### config.mk
export PLATFORM = sky130hd
export DESIGN_NAME = seq_divider
export DESIGN_NICKNAME = d
export VERILOG_FILES = /design/src/rtl/seq_divider.sv
export SDC_FILE = /design/constraint.sdc
export NUM_CORES = 1
export LEC_CHECK = 0
export ABC_CLOCK_PERIOD_IN_PS = 2700
export BUFFER_PORTS_ARGS = -buffer_cell sky130_fd_sc_hd__buf_2
export CAP_MARGIN = 25
export CORE_MARGIN = 5
export CORE_UTILIZATION = 55
export CTS_BUF_LIST = sky130_fd_sc_hd__clkbuf_4 sky130_fd_sc_hd__clkbuf_8
export DETAILED_ROUTE_END_ITERATION = 10
export PLACE_DENSITY = 0.86
export RECOVER_POWER = 100
export REMOVE_ABC_BUFFERS = 1
export SYNTH_ARGS = -nofsm -noshare
export SYNTH_HDL_FRONTEND = slang
export SYNTH_SLANG_ARGS = --single-unit
export TNS_END_PERCENT = 30
### constraint.sdc
create_clock -name clk -period 2.7 [get_ports clk]
set_input_delay 0.135 -clock clk [delete_from_list [all_inputs] [get_ports clk]]
set_output_delay 0.135 -clock clk [all_outputs]
set_load 0.05 [all_outputs]
### src/rtl/seq_divider.sv
// seq_divider: bit-serial restoring unsigned divider.
// One trial subtraction (WIDTH+1-bit) per clock, one quotient bit retired per clock.
// The handshake is start/busy/done. Results are held in q/r/div_by_zero until the next
// operation completes.
module seq_divider #(
    parameter int WIDTH = 8
) (
    input  logic             clk,
    input  logic             rst,
    input  logic             start,
    input  logic [WIDTH-1:0] a,
    input  logic [WIDTH-1:0] b,
    output logic             busy,
    output logic             done,
    output logic [WIDTH-1:0] q,
    output logic [WIDTH-1:0] r,
    output logic             div_by_zero
);

    localparam int CW = $clog2(WIDTH + 1);

    typedef enum logic [1:0] {IDLE, RUN, DONE} state_t;

    state_t           state_reg, state_next;
    logic [CW-1:0]    cnt_reg, cnt_next;
    logic [WIDTH:0]   p_reg, p_next;       // partial remainder
    logic [WIDTH-1:0] dq_reg, dq_next;     // dividend shifting out, quotient shifting in
    logic [WIDTH-1:0] dvs_reg, dvs_next;   // captured divisor
    logic [WIDTH-1:0] q_reg, q_next;
    logic [WIDTH-1:0] r_reg, r_next;
    logic             dbz_reg, dbz_next;

    logic [WIDTH:0]   shifted;
    logic [WIDTH:0]   trial;
    logic [WIDTH:0]   p_step;
    logic [WIDTH-1:0] dq_step;
    logic             qbit;

    // One restoring step: shift in the next dividend bit, trial-subtract the divisor,
    // and keep the difference only when it did not go negative.
    always_comb begin
        shifted = {p_reg[WIDTH-1:0], dq_reg[WIDTH-1]};
        trial   = shifted - {1'b0, dvs_reg};
        qbit    = ~trial[WIDTH];
        p_step  = qbit ? trial : shifted;
        dq_step = {dq_reg[WIDTH-2:0], qbit};
    end

    // State and datapath registers, cleared asynchronously.
    always_ff @(posedge clk or posedge rst) begin
        if (rst) begin
            state_reg <= IDLE;
            cnt_reg   <= '0;
            p_reg     <= '0;
            dq_reg    <= '0;
            dvs_reg   <= '0;
            q_reg     <= '0;
            r_reg     <= '0;
            dbz_reg   <= 1'b0;
        end else begin
            state_reg <= state_next;
            cnt_reg   <= cnt_next;
            p_reg     <= p_next;
            dq_reg    <= dq_next;
            dvs_reg   <= dvs_next;
            q_reg     <= q_next;
            r_reg     <= r_next;
            dbz_reg   <= dbz_next;
        end
    end

    // Next-state logic. A start is accepted in IDLE and also in DONE, which gives back-to-back operation.
    // A zero divisor skips RUN entirely.
    always_comb begin
        state_next = state_reg;
        cnt_next   = cnt_reg;
        p_next     = p_reg;
        dq_next    = dq_reg;
        dvs_next   = dvs_reg;
        q_next     = q_reg;
        r_next     = r_reg;
        dbz_next   = dbz_reg;

        case (state_reg)
            IDLE, DONE: begin
                if (start) begin
                    dvs_next = b;
                    dq_next  = a;
                    p_next   = '0;
                    cnt_next = '0;
                    if (b == '0) begin
                        state_next = DONE;
                        q_next     = '1;
                        r_next     = a;
                        dbz_next   = 1'b1;
                    end else begin
                        state_next = RUN;
                    end
                end else if (state_reg == DONE) begin
                    state_next = IDLE;
                end
            end
            RUN: begin
                cnt_next = cnt_reg + CW'(1);
                p_next   = p_step;
                dq_next  = dq_step;
                if (cnt_reg == CW'(WIDTH - 1)) begin
                    state_next = DONE;
                    q_next     = dq_step;
                    r_next     = p_step[WIDTH-1:0];
                    dbz_next   = 1'b0;
                end
            end
            default: state_next = IDLE;
        endcase
    end

    assign busy        = (state_reg == RUN);
    assign done        = (state_reg == DONE);
    assign q           = q_reg;
    assign r           = r_reg;
    assign div_by_zero = dbz_reg;

endmodule
==> summary.txt, run 1 <==
Status
  – Status: finished, final reports clean

STA
  – Period utilization: 0.979
  – Max Slew Vio Count: 0
  – Hold Fails Final Rpt: 0
  – TNS Setup: 0 ns
  – Setup violators final: 0
  – Min Tclk post-route: 2.64 ns
  – Clock Skews: 0.0113 ns
  – Worst slew pin tran: 1.13 ns
  – Max_slew headroom: 0.246
  – Maximum clock frequency: 378 MHz

GRT
  – Vias in the first global route: 2,054
  – Initial antenna violation count: 0
  – Largest net degree at the start of global routing: 48
  – Total track usage: 0.201
  – First-pass GRT wire length: 9.78 mm
  – Gr ovfl total: 0

Setup path
  – Req. time, crit path: 2.94 ns
  – CP Launch Type: register
  – Crit Path Max Fanout: 5
  – Critical Path AT: 2.88 ns
  – R2R Path Start: dq_reg[7]
  – Critical Path Start: dq_reg[7]
  – Crit Path Class: reg2reg
  – Crit end category: register

Yosys
  – Post-Syn Area per Cell: 9.50 µm²
  – Mapped Cells: 270
  – Register area share after synthesis: 0.459
  – Syn. warnings: 0
  – Post-synth top cells: dfrtp_1, nand2_1, nor2_1, o21ai_0, inv_1
  – Area leader, netlist: dfrtp_1
  – Synth unique cells: 50
  – Synth top area share: 0.459
  – Asr flop ratio synth: 1.00
  – Yosys reg bits: 47
  – EDFF count, synth: 0
  – Post-synth top flop: dfrtp_1
  – Synth Cell Area: 2560 µm²
  – Synth area leaders: dfrtp_1, nand2_1, ha_1, o21ai_0, nor2_1

Layout
  – # nets final: 346
  – Layout area overhead: 14.6%
  – # diodes: 0
  – Layout cell share with drive strength beyond 1: 0.192
  – Layout Cells excl Fill: 370
  – Core Util, Final: 0.661

Place
  – Placed insts: 352
  – # port buffers: 37
  – Post-DP HPWL: 4.20 mm
  – Gp weighted congestion: 0.867

Floorplan
  – Site Rows: 24
  – Core area: 4440 µm²
  – Chip width: 78.3 µm
  – Initial Util: 0.577
  – Die span in y: 78.3 µm
  – Die area: 6130 µm²
  – # IOs: 38

Drt
  – Post-Route WL: 6.14 mm
  – WL/cell: 16.6 µm
  – Detailed Route Iter0 Violations: 127
  – Remaining antenna violation count: 0
  – Via Count: 2,133
  – Post-DR vias/cell: 5.76
  – Remaining DRCs: 0
  – DRT Pass-1 Iters: 4

Hold path
  – Worst hold start: b[2]
  – Worst Hold Class: in2reg

Clock tree
  – Clk slew on worst S/H paths: 0.09 ns
  – CTS Sinks: 47
  – CTS max path bufs: 2
  – TritonCTS Buffers: 5
  – Clk_lat worst skew: 0.32 ns
  – CTS tree: done
  – Root Buffer: clkbuf_8
  – H-tree depth: 2

Flow run
  – Max Cap Viol: 0
## placed cells by master (no fill, tap or decap), drive strengths merged, types with 3 or more instances in the layout
cell      n
inv      16
a21o      3
ha        9
a211oi    4
mux2i     5
nor2     24
nand2    47
o21ai    23
a2111oi   3
a21oi    11
nand3b    3
nand3     5
o221ai    4
clkbuf   28
a31oi    12
buf      30
nand2b    6
nor3      3
xor2      3
dfrtp    47
## critical path, stage by stage, from the launching register on
cell and delay [ns]:
dfrtp_1 0.39, inv_2 0.07, ha_2 0.17, inv_1 0.06
fa_2 0.38, a211oi_2 0.28, o211ai_1 0.14, a221oi_2 0.36
buf_6 0.18, mux2_2 0.36, a211oi_2 0.17
## final cells by class
type	count	area, µm²
well taps	52	65.1
multi-input cells	193	1220
clock inverters	3	67.6
fillers	378	1510
clock buffers	5	68.8
repair buffers	54	280
inverters	16	60.1
flip-flops and latches	47	1180
## cell families (layout without fill, tap and decap cells)
| kind of cell | Yosys count | count (layout) | synth area share |
|---|---|---|---|
| multiplexers | 7 | 7 | 0.0283 |
| AO/OA/AOI/OAI | 69 | 69 | 0.191 |
| XOR/XNOR | 5 | 5 | 0.0171 |
| buffers and inverters | 30 | 78 | 0.0630 |
| flip-flops | 47 | 47 | 0.459 |
| AND/OR/NAND/NOR | 102 | 102 | 0.190 |
| adder cells (fa/ha/maj) | 10 | 10 | 0.0517 |
## path summary, 6_finish.rpt
check                               to  slack (ns)  cells past startpoint
max                               r[5]        0.06                     10
min                         dvs_reg[2]        0.03                      3
max reg2reg                       r[5]        0.06                     10
min reg2reg                div_by_zero        0.49                      1
max in group asynchronous     p_reg[5]        1.25                      4
min in group asynchronous         q[3]        0.19                      3
## layer usage
| metal | part of all wire | wire length (µm) | GRT usage |
|---|---|---|---|
| met5 | 0 | 0 | 0 |
| met4 | 0.022 | 133 | 0.0629 |
| met3 | 0.064 | 392 | 0.0343 |
| met2 | 0.46 | 2850 | 0.336 |
| met1 | 0.45 | 2760 | 0.270 |
## what timing repair did
action | in CTS | in global routing
gates resized for setup | 1 | 3
setup endpoints to repair | 1 | 4
hold buffers | 0 | 1
pin swaps | 0 | 5
endpoints found under the hold margin | 0 | 47
buffers inserted | 0 | 7
gates cloned | 0 | 1
## through the flow
stage          instance area [µm²]  setup WS, ns  hold slack [ns]
4_1_cts                       2910        0.0176           0.0352
3_5_place_dp                  2770        0.0365            0.362
3_3_place_gp                  2770         0.184            0.353
6_report                      2940        0.0579           0.0326
5_1_grt                       2940       -0.0375           0.0598
2_1_floorplan                 2460        -0.126            0.240
Power of run 1 is left out: the tool's default activity adds up to more than one toggle a clock period on the data nets, which glitch-free logic cannot reach.
==> inputs of run 2 (changes only) <==
- GPL_TIMING_DRIVEN: unset -> 0
- MAX_ROUTING_LAYER: unset -> met4
==> summary.txt, run 2 (synthesis gave the netlist of run 1 again) <==
Place
  – Dpl ws: -0.561 ns (was 0.0365 ns)
  – Post-DP HPWL: 4.05 mm (was 4.20 mm)
  – Gp weighted congestion: 0.825 (was 0.867)
  – # port buffers: 37 (unchanged)

Layout
  – Layout area overhead: 13.9% (was 14.6%)
  – # diodes: 0 (unchanged)
  – # nets final: 335 (was 346)
  – Commonest cells after routing, fill and taps aside: nand2_1, dfrtp_1, o21ai_0, nor2_1, clkbuf_1 (unchanged)
  – Layout cell share with drive strength beyond 1: 0.189 (was 0.192)

STA
  – Worst slew pin tran: 1.29 ns (was 1.13 ns)
  – Clock Skews: 0.00718 ns (was 0.0113 ns)
  – Max_slew headroom: 0.139 (was 0.246)
  – Period utilization: 0.962 (was 0.979)
  – Max Slew Vio Count: 0 (unchanged)
  – Setup violators final: 0 (unchanged)
  – Min Tclk post-route: 2.60 ns (was 2.64 ns)
  – Maximum clock frequency: 385 MHz (was 378 MHz)
  – Final setup margin: 0.103 ns (was 0.0579 ns)
  – Hold Fails Final Rpt: 0 (unchanged)

Setup path
  – Crit end category: register (unchanged)
  – Critical Path AT: 2.83 ns (was 2.88 ns)
  – CP Launch Type: register (unchanged)
  – Crit Path Max Fanout: 6 (was 5)
  – Crit Path Class: reg2reg (unchanged)
  – Req. time, crit path: 2.93 ns (was 2.94 ns)
  – R2R depth: 10 (unchanged)

Floorplan
  – Die area: 6130 µm² (unchanged)
  – # IOs: 38 (unchanged)
  – Initial Util: 0.577 (unchanged)
  – Core area: 4440 µm² (unchanged)
  – Site Rows: 24 (unchanged)
  – Chip width: 78.3 µm (unchanged)
  – Die span in y: 78.3 µm (unchanged)

Clock tree
  – CTS max path bufs: 2 (unchanged)
  – Root Buffer: clkbuf_8 (unchanged)
  – CTS Sinks: 47 (unchanged)
  – Clk_lat worst skew: 0.31 ns (was 0.32 ns)
  – Clk slew on worst S/H paths: 0.09 ns (about the same)
  – CTS tree: done (unchanged)
  – H-tree depth: 2 (unchanged)
  – TritonCTS Buffers: 5 (unchanged)

GRT
  – Total track usage: 0.210 (was 0.201)
  – First-pass GRT wire length: 9.94 mm (was 9.78 mm)
  – Largest net degree at the start of global routing: 31 (was 48)
  – Vias in the first global route: 2,108 (was 2,054)
  – Gr ovfl total: 0 (unchanged)
  – Initial antenna violation count: 0 (unchanged)

Drt
  – Post-DR vias/cell: 5.96 (was 5.76)
  – Via Count: 2,139 (was 2,133)
  – DRT Pass-1 Iters: 4 (unchanged)
  – Remaining antenna violation count: 0 (unchanged)
  – Detailed Route Iter0 Violations: 209 (was 127)
  – Remaining DRCs: 0 (unchanged)
  – Post-Route WL: 5.93 mm (was 6.14 mm)
  – WL/cell: 16.5 µm (was 16.6 µm)

Status
  – Status: finished, final reports clean (unchanged)

Hold path
  – Hold Path Depth: 3 (unchanged)
  – Worst Hold Class: in2reg (unchanged)

Flow run
  – Max Cap Viol: 0 (unchanged)
## run 2: timing repair
item	4_1_cts	5_1_grt
pin swaps	3	2
setup buffers	3	1
hold buffers	1	0
endpoints found under the setup margin	29	22
endpoints found under the hold margin	23	0
resized for setup	11	3
## run 2: metrics by stage
stage / util / instance area (µm²) / hold slack [ns] / instances / setup TNS, ns
after floorplan: - / 2460 / 0.240 / 256 / -0.483
after global placement: 0.610 / 2710 / 0.342 / 345 / -9.30
after detailed placement: 0.617 / 2740 / 0.215 / 346 / -10.90
after CTS: 0.659 / 2930 / 0.0328 / 358 / 0
after global routing: 0.657 / 2920 / 0.0422 / 359 / -0.00373
final: 0.657 / 2920 / 0.0311 / 359 / 0
## run 2: worst max-delay path: stages (launching register included)
cell and delay (ns):
dfrtp_1 0.39, inv_2 0.09, ha_4 0.14, inv_1 0.04
fa_2 0.37, a211oi_4 0.26, o211ai_1 0.16, a221oi_4 0.34
buf_12 0.16, mux2_2 0.37, a31oi_2 0.18
## run 2: layout make-up
type                            count  area [µm²]
Fill cell                         368        1520
Multi-Input combinational cell    193        1280
Inverter                           16        63.8
Clock buffer                        5        68.8
Sequential cell                    47        1180
Timing Repair Buffer               43         221
Tap cell                           52        65.1
Clock inverter                      3        43.8
## run 2: per-layer routing
metal / vias to the layer above / part of all wire / GRT usage
met1: 1027 / 0.45 / 0.277
met3: 15 / 0.069 / 0.0389
met5: - / 0 / -
met2: 83 / 0.46 / 0.323
met4: 0 / 0.024 / 0.0839
li1: 1014 / - / -
## run 2: worst paths after layout
| path | endpoint | startpoint | slack [ns] |
|---|---|---|---|
| hold reg to reg | div_by_zero | div_by_zero | 0.49 |
| min in group asynchronous | q[2] | rst | 0.56 |
| hold / removal | dvs_reg[0] | b[0] | 0.03 |
| max in group asynchronous | dvs_reg[7] | rst | 0.46 |
| setup / recovery | r[2] | dq_reg[7] | 0.10 |
| setup reg to reg | r[2] | dq_reg[7] | 0.10 |
Power of run 2 is left out for the same reason.
